`src/rtl/uart_loop_fifo.sv`:
```
// UART echo path: received bytes are queued in a FIFO and replayed to the
// transmitter one at a time with a send strobe and busy/ack handshake.
module uart_loop_fifo #(
    parameter int unsigned DATA_W     = 8,
    parameter int unsigned DEPTH_LOG2 = 4,
    parameter int unsigned ACK_TO     = 16
) (
    input  logic                  sys_clk,
    input  logic                  sys_rst_n,
    input  logic                  recv_done,
    input  logic [DATA_W-1:0]     recv_data,
    input  logic                  uart_tx_busy,
    input  logic                  loop_en,
    input  logic                  flush,
    input  logic                  clr_ovf,
    output logic                  send_en,
    output logic [DATA_W-1:0]     send_data,
    output logic [DEPTH_LOG2:0]   fifo_count,
    output logic                  overflow
);

    localparam int unsigned DEPTH = 2 ** DEPTH_LOG2;
    localparam int unsigned PTR_W = DEPTH_LOG2 + 1;
    localparam int unsigned TMR_W = (ACK_TO > 2) ? $clog2(ACK_TO) : 1;

    typedef enum logic [1:0] {
        IDLE      = 2'd0,
        WAIT_ACK  = 2'd1,
        WAIT_DONE = 2'd2
    } state_t;

    state_t              state;
    logic [TMR_W-1:0]    timer;
    logic                recv_done_d;
    logic [PTR_W-1:0]    wr_ptr;
    logic [PTR_W-1:0]    rd_ptr;
    logic [PTR_W-1:0]    wr_ptr_nxt;
    logic [PTR_W-1:0]    rd_ptr_nxt;
    logic [DATA_W-1:0]   mem [DEPTH];

    logic empty;
    logic full;
    logic wr_req;
    logic pop;
    logic wr_accept;
    logic ovf_set;

    // Extra pointer MSB distinguishes full from empty when the indices match
    assign empty     = (wr_ptr == rd_ptr);
    assign full      = (wr_ptr[DEPTH_LOG2] != rd_ptr[DEPTH_LOG2]) &&
                       (wr_ptr[DEPTH_LOG2-1:0] == rd_ptr[DEPTH_LOG2-1:0]);
    assign wr_req    = recv_done & ~recv_done_d & loop_en & ~flush;
    assign pop       = (state == IDLE) & ~empty & ~uart_tx_busy & loop_en & ~flush;
    assign wr_accept = wr_req & (~full | pop);
    assign ovf_set   = wr_req & full & ~pop;

    // Next pointer values; flush discards everything queued up to now
    always_comb begin
        wr_ptr_nxt = wr_ptr;
        rd_ptr_nxt = rd_ptr;
        if (flush) begin
            rd_ptr_nxt = wr_ptr;
        end else begin
            if (wr_accept) wr_ptr_nxt = wr_ptr + PTR_W'(1);
            if (pop)       rd_ptr_nxt = rd_ptr + PTR_W'(1);
        end
    end

    // Storage array carries no reset; the pointers define what is valid
    always_ff @(posedge sys_clk) begin
        if (wr_accept) mem[wr_ptr[DEPTH_LOG2-1:0]] <= recv_data;
    end

    // FIFO bookkeeping, overflow flag and transmit handshake FSM
    always_ff @(posedge sys_clk or negedge sys_rst_n) begin
        if (!sys_rst_n) begin
            recv_done_d <= 1'b0;
            wr_ptr      <= '0;
            rd_ptr      <= '0;
            fifo_count  <= '0;
            overflow    <= 1'b0;
            state       <= IDLE;
            timer       <= '0;
            send_en     <= 1'b0;
            send_data   <= '0;
        end else begin
            recv_done_d <= recv_done;
            wr_ptr      <= wr_ptr_nxt;
            rd_ptr      <= rd_ptr_nxt;
            fifo_count  <= wr_ptr_nxt - rd_ptr_nxt;

            if (ovf_set)      overflow <= 1'b1;
            else if (clr_ovf) overflow <= 1'b0;

            case (state)
                IDLE: begin
                    send_en <= 1'b0;
                    if (pop) begin
                        send_data <= mem[rd_ptr[DEPTH_LOG2-1:0]];
                        send_en   <= 1'b1;
                        timer     <= '0;
                        state     <= WAIT_ACK;
                    end
                end
                WAIT_ACK: begin
                    send_en <= 1'b0;
                    // A transmitter that never shows busy still releases us
                    if (uart_tx_busy)                        state <= WAIT_DONE;
                    else if (timer == TMR_W'(ACK_TO - 1))    state <= IDLE;
                    else                                     timer <= timer + TMR_W'(1);
                end
                WAIT_DONE: begin
                    send_en <= 1'b0;
                    if (!uart_tx_busy) state <= IDLE;
                end
                default: begin
                    send_en <= 1'b0;
                    state   <= IDLE;
                end
            endcase
        end
    end

endmodule

```
`config.mk`:
```
export PLATFORM = sky130hd
export DESIGN_NAME = uart_loop_fifo
export DESIGN_NICKNAME = d
export VERILOG_FILES = /design/src/rtl/uart_loop_fifo.sv
export SDC_FILE = /design/constraint.sdc
export NUM_CORES = 1
export LEC_CHECK = 0
export BUFFER_PORTS_ARGS = -buffer_cell sky130_fd_sc_hd__buf_2
export CAP_MARGIN = 20
export CORE_MARGIN = 2
export CORE_UTILIZATION = 55
export CTS_BUF_LIST = sky130_fd_sc_hd__clkbuf_8
export CTS_CLUSTER_SIZE = 28
export DETAILED_ROUTE_END_ITERATION = 7
export GPL_ROUTABILITY_DRIVEN = 1
export PLACE_DENSITY = 0.77
export SYNTH_ARGS = -nofsm -noshare
export SYNTH_HDL_FRONTEND = slang
export SYNTH_SLANG_ARGS = --single-unit
```
`constraint.sdc`:
```
create_clock -name sys_clk -period 2.8 [get_ports sys_clk]
set_clock_uncertainty 0.05 [all_clocks]
set_input_delay 0.42 -clock sys_clk [delete_from_list [all_inputs] [get_ports sys_clk]]
set_output_delay 0.42 -clock sys_clk [all_outputs]
set_load 0.01 [all_outputs]
```
==> After elaboration in Yosys (flattened, before gate mapping) <==
Memory sizes are Yosys's and may differ from the RTL's. A register that Yosys moved wholly into a read port is not among the register bits.
Cells that the tools add are included.
{ "totals": {"out_inout_bits": 15, "wordCells": 68, "mem_count": 1, "reg_bits": 24, "mem_bits_rw": 128} }
{ "mem_list": {"columns": ["name", "depth", "word_bits", "rd", "rd_clocked_by_memory_dff", "wr", "line_no", "text"], "rows": [
  ["mem", 16, 8, 1, 1, 1, "39", "logic [DATA_W-1:0] mem [DEPTH];"]
]} }
{ "op_classes": {"bitwise": 17, "addsub": 4, "n_reduce_logical": 8, "eq_ne": 11, "n_mux": 19} }
{ "op_table": {"columns": ["cell", "count"], "rows": [
  ["$mux 5", 4],
  ["$mux 4", 3],
  ["$add 5x1->5 const B", 2],
  ["$and 1x1->1", 10],
  ["$mux 2", 4],
  ["$ne 2x2->1 const B", 4],
  ["$pmux 4 s2", 1],
  ["$mux 1", 6],
  ["$not 1->1", 6],
  ["$pmux 2 s3", 1],
  ["$eq 5x5->1", 1],
  ["$sub 5x5->5", 1],
  ["$add 4x1->4 const B", 1],
  ["$eq 4x4->1", 1],
  ["$eq 4x4->1 const B", 1],
  ["$reduce_and 4->1", 1],
  ["$reduce_bool 2->1", 2],
  ["$ne 3x3->1 const B", 1],
  ["$reduce_and 3->1", 1],
  ["$eq 2x1->1 const B", 1],
  ["$eq 2x2->1 const B", 1],
  ["$logic_not 2->1", 1],
  ["$reduce_and 2->1", 1],
  ["$logic_and 1x1->1", 1],
  ["3 further kinds", 3]
]} }

==> Logic depth before layout (Yosys ltp) <==
{ "logic_depth": {"word_depth": 11, "mapped_depth": 14, "depth_no_buf": 12} }

==> Worst setup path before layout <==
Ideal clock, no wire load.
{ "synth_path": {"path_type": "register to register", "from": "reg state[0]", "to": "reg fifo_count[4]", "arrival_time_ns": 2.714, "stages_incl_launch_ff": 14, "setup_slack_ns": -0.094, "required_ns": 2.620, "path_cell_list": "dfrtp_1 nor3_2 and2b_1 o21a_1 clkbuf_1 buf_2 xnor2_1 o21ai_0 ha_1 fa_1 inv_1 a21o_1 a21oi_1 xnor2_1"} }
{ "synth_via": {"word_cells_on_any_way": 12, "classes_between": "1 x add/sub; 4 x mux; 6 x bitwise; 1 x reduce/logical"} }
{ "synth_lines": {"columns": ["item", "line_no", "text"], "rows": [
  ["start: declaration", "32", "state_t state;"],
  ["start signal: assignment", "82", "state <= IDLE;"],
  ["start signal: assignment", "102", "state <= WAIT_ACK;"],
  ["start signal: assignment", "108", "if (uart_tx_busy) state <= WAIT_DONE;"],
  ["$logic_not 2->1", "53", "assign pop = (state == IDLE) & ~empty & ~uart_tx_busy & loop_en & ~flush;"],
  ["$and 1x1->1 (4 in series)", "53", null],
  ["$mux 5", "65", "if (pop) rd_ptr_nxt = rd_ptr + PTR_W'(1);"],
  ["$mux 5", "61", "if (flush) begin"],
  ["net rd_ptr_nxt[0]", "38", "logic [PTR_W-1:0] rd_ptr_nxt;"],
  ["$sub 5x5->5", "90", "fifo_count <= wr_ptr_nxt - rd_ptr_nxt;"],
  ["end signal: assignment", "90", null],
  ["end: declaration", "18", "output logic [DEPTH_LOG2:0] fifo_count,"]
]} }
The timed path passes the listed nets, and every way through them passes these cells.
A chain may end at the register's enable or synchronous reset.

==> Final worst setup path <==
{ "layout_path": {"from": "reg rd_ptr[2]", "to": "reg fifo_count[4]"} }
{ "layout_via": {"word_cells_on_any_way": 17, "classes_between": "2 x add/sub; 2 x eq/ne; 4 x mux; 8 x bitwise; 1 x reduce/logical"} }
{ "layout_lines": {"columns": ["item", "line_no", "text"], "rows": [
  ["start: declaration", "36", "logic [PTR_W-1:0] rd_ptr;"],
  ["start signal: assignment", "89", "rd_ptr <= rd_ptr_nxt;"],
  ["$eq 5x5->1", "49", "assign empty = (wr_ptr == rd_ptr);"],
  ["$not 1->1", "53", null],
  ["$and 1x1->1 (4 in series)", "53", null],
  ["$mux 5", "65", null],
  ["$mux 5", "61", null],
  ["net rd_ptr_nxt[0]", "38", null],
  ["$sub 5x5->5", "90", null]
]} }
The timed path passes the listed nets, and every way through them passes these cells.

==> run summary <==
### Clock tree
- **H-tree lvl count** 4
- **maximum clock path buffer count** 2
- **Clk pin slew, worst setup/hold paths** 0.08 ns
- **CTS Sinks** 160
- **clk_lat worst skew** 0.45 ns
- **CTS tree** built
- **number of setup buffers added after CTS** 0
- **Clock Root Buffer** sky130_fd_sc_hd__clkbuf_8
- **total CTS buffers** 17

### Logic synthesis
- **Post-Syn Instances** 349
- **number of nets produced by synthesis** 375
- **Mapped Area** 6650 um^2
- **share of flip-flops with an asynchronous set or reset** 0.200
- **sequential element share of the synthesized area** 0.699
- **Post-synth EDFFs** 128
- **count of different cell masters after synthesis** 45
- **main flop type after synthesis** sky130_fd_sc_hd__edfxtp_1
- **Yosys warnings** 0
- **count of state elements after synthesis** 160
- **Avg Cell Area, Syn** 19.1 um^2

### Routing
- **number of detailed-route iterations in the first pass** 5
- **vias per inst** 5.83
- **number of design-rule violations left by the first detailed-router iteration** 313
- **DRC violations left** 0
- **number of antenna-violating nets in the routed design** 0
- **Final Routed Wirelength** 12.7 mm
- **detailed-route wire length per cell** 21.7 um
- **via count** 3391

### Die
- **Die Outline Area** 13000 um^2
- **die span in y** 114 um
- **area inside the core boundary** 11900 um^2
- **number of placed I/O pins** 30
- **chip width** 114 um
- **initial core utilization** 0.558
- **placement row count** 40

### Global routing
- **number of antenna violations at the first check in global routing** 0
- **global-route wire length before repair** 19.5 mm
- **GRT Residual Overflow** 0
- **Global Route Usage Sum** 0.212
- **number of global-route vias before repair** 3451
- **maximum number of pins on one net before global-route repair** 36

### Critical path
- **worst reg-to-reg setup slack** 0.17 ns
- **Data required, critical path** 3.07 ns
- **number of cells on the worst reg-to-reg path** 11
- **startpoint-to-endpoint class of the critical path** reg -> reg
- **maximum fanout count along the critical path** 7
- **worst reg2reg startpoint** rd_ptr[2]$_DFF_PN0_
- **terminus of the critical flop-to-flop path** fifo_count[4]$_DFF_PN0_
- **Worst Setup End Kind** flip-flop
- **startpoint type of the worst setup path** flip-flop
- **Worst EP arrival** 2.90 ns

### Status
- **result of the run** complete, no violations

### Layout
- **most common library cell in the layout ignoring fill and taps** sky130_fd_sc_hd__edfxtp_1
- **net count reported at finish** 448
- **commonest cells after routing, fill and taps aside** sky130_fd_sc_hd__edfxtp_1 (128), sky130_fd_sc_hd__mux4_2 (40), sky130_fd_sc_hd__buf_4 (39), sky130_fd_sc_hd__dfrtp_1 (31), sky130_fd_sc_hd__buf_2 (29)
- **filler instances** 800
- **layout-stage area growth over the synthesis result** 14.5%
- **share of layout cells above drive strength 1** 0.363
- **number of antenna diodes** 0

### Power and ir drop
- **Sw Share** 0.303
- **Lkg Pwr** 0.00275 uW
- **internal portion of total power** 4680 uW
- **portion of total power attributed to sequential cells** 0.436
- **relative contribution of the clock network to total power** 0.248
- **total design power** 6720 uW
- **largest voltage drop on the vdd net** 557 uV
- **Switch Pwr** 2040 uW
- **relative contribution of combinational cells to total power** 0.317
- **power per unit of standard cell area** 883 nW/um^2

### Timing
- **crit path time final** 2.63 ns
- **Worst slew margin** 0.483
- **Max Clock Freq** 0.381 GHz
- **final slew viol count** 0
- **Setup violations, final** 0
- **Fin. Hold Viols** 0
- **Worst Tran Pin Value** 0.776 ns
- **RSZ-0062 raised after global routing** false
- **final critical-path share of the clock period** 0.938
- **accumulated negative setup slack** 0 ns

### Place
- **PortBufs** 29
- **placed wire-length estimate** 8.34 mm
- **gpl congestion** 0.814

### Hold path
- **worst hold path depth** 1
- **Endpoint, Worst Hold** recv_done_d$_DFF_PN0_
- **Worst Hold Launch** recv_done
- **Tightest Hold Check Type** in -> reg

### Run
- **Max Cap Violations** 0

worst max-delay path: stages, from the launching register on:
cell and delay [ns]:
sky130_fd_sc_hd__dfrtp_1 0.41, sky130_fd_sc_hd__xnor2_2 0.26, sky130_fd_sc_hd__nand4_4 0.19, sky130_fd_sc_hd__o21a_1 0.29
sky130_fd_sc_hd__xnor2_1 0.16, sky130_fd_sc_hd__o21ai_0 0.24, sky130_fd_sc_hd__ha_1 0.24, sky130_fd_sc_hd__fa_1 0.19
sky130_fd_sc_hd__inv_1 0.04, sky130_fd_sc_hd__a21o_1 0.16, sky130_fd_sc_hd__a21oi_1 0.17, sky130_fd_sc_hd__xnor2_1 0.09
synthesized netlist by cell type, types with 5 or more instances:
master                     instances  area [um^2]
sky130_fd_sc_hd__mux2_2           10          113
sky130_fd_sc_hd__mux4_2           40          901
sky130_fd_sc_hd__dfrtp_1          32          801
sky130_fd_sc_hd__nand2b_1          5         31.3
sky130_fd_sc_hd__xnor2_1          10         87.6
sky130_fd_sc_hd__clkbuf_1          6         22.5
sky130_fd_sc_hd__nor2_1           18         67.6
sky130_fd_sc_hd__edfxtp_1        128         3840
sky130_fd_sc_hd__xor2_1            7         61.3
sky130_fd_sc_hd__o21ai_0           5         25.0
sky130_fd_sc_hd__nand2_1          11         41.3
sky130_fd_sc_hd__ha_1             10          125
sky130_fd_sc_hd__buf_2             5         25.0
sky130_fd_sc_hd__nor3_1            5         25.0
sky130_fd_sc_hd__inv_1            14         52.6
metal layers:
layer | wire [um] | share of wire | global-route usage | vias up
met1 | 5130 | 0.41 | 0.277 | 1745
li1 | - | - | - | 1511
met3 | 769 | 0.061 | 0.0558 | 17
met5 | 0 | 0 | 0 | -
met2 | 6540 | 0.52 | 0.351 | 118
met4 | 215 | 0.017 | 0.0707 | 0
sequential cells by signal, indices dropped and copies added, names as in the netlist:
name	flops
send_data	8
recv_done_d	1
rd_ptr	5
wr_ptr	5
timer	4
overflow	1
fifo_count	5
send_en	1
mem	128
state	2
worst max-delay path by stage:
stage / startpoint / to / slack, ns / cells after the start
6_report: rd_ptr[2]$_DFF_PN0_ / fifo_count[4]$_DFF_PN0_ / 0.17 / 11
3_5_place_dp: flush / fifo_count[4]$_DFF_PN0_ / 0.06 / 12
4_1_cts: rd_ptr[0]$_DFF_PN0_ / fifo_count[4]$_DFF_PN0_ / 0.15 / 11
2_1_floorplan: state[0]$_DFFE_PN0P_ / fifo_count[4]$_DFF_PN0_ / 0.02 / 13
5_1_grt: rd_ptr[0]$_DFF_PN0_ / fifo_count[4]$_DFF_PN0_ / 0.007 / 8
3_3_place_gp: flush / fifo_count[4]$_DFF_PN0_ / 0.09 / 12
cell type report:
type / instances / area (um^2) / share of cell area
Clock inverter: 15 / 160 / 0.0210
Inverter: 14 / 52.6 / 0.00691
Multi-Input combinational cell: 159 / 1870 / 0.245
Timing Repair Buffer: 70 / 468 / 0.0615
Clock buffer: 17 / 234 / 0.0307
Sequential cell: 160 / 4650 / 0.610
Tap cell: 147 / 184 / 0.0242
power by group through the flow:
| stage | Combinational (uW) | Sequential (uW) | Clock [uW] |
|---|---|---|---|
| 6_report | 2130 | 2930 | 1670 |
| 5_1_grt | 2310 | 2950 | 1780 |
| 4_1_cts | 2160 | 2930 | 1710 |
| 3_5_place_dp | 2150 | 2990 | 0 |
| 3_3_place_gp | 2100 | 2980 | 0 |
| 2_1_floorplan | 1570 | 3000 | 0 |
stage by stage:
step	util	cell area (um^2)	hold WS (ns)	setup WS, ns	instances
finish	0.639	7610	0.0548	0.175	582
global placement	0.605	7210	0.436	0.0950	549
global route	0.639	7610	0.0388	0.00707	582
CTS	0.639	7610	0.0253	0.154	582
detailed placement	0.605	7210	0.446	0.0584	549
floorplan	-	6650	0.0744	0.0196	349
logic make-up (layout without fill, tap and decap cells):
kind of cell               after synthesis  after routing  synth area share
AOI/OAI and AO/OA                       20             20            0.0228
xor gates and xnor gates                21             21            0.0356
adders and majority gates               11             11            0.0218
buffers and inverters                   30            116            0.0209
DFF                                    160            160             0.699
muxes                                   51             51             0.154
and+or+nand+nor                         56             56            0.0465
repair_timing:
action                                 CTS  global route
endpoints found under the hold margin   10             0
hold buffers                             1             0
resized for setup                        0             1
setup endpoints to repair                0             1
(Power assumes the default switching activity.)
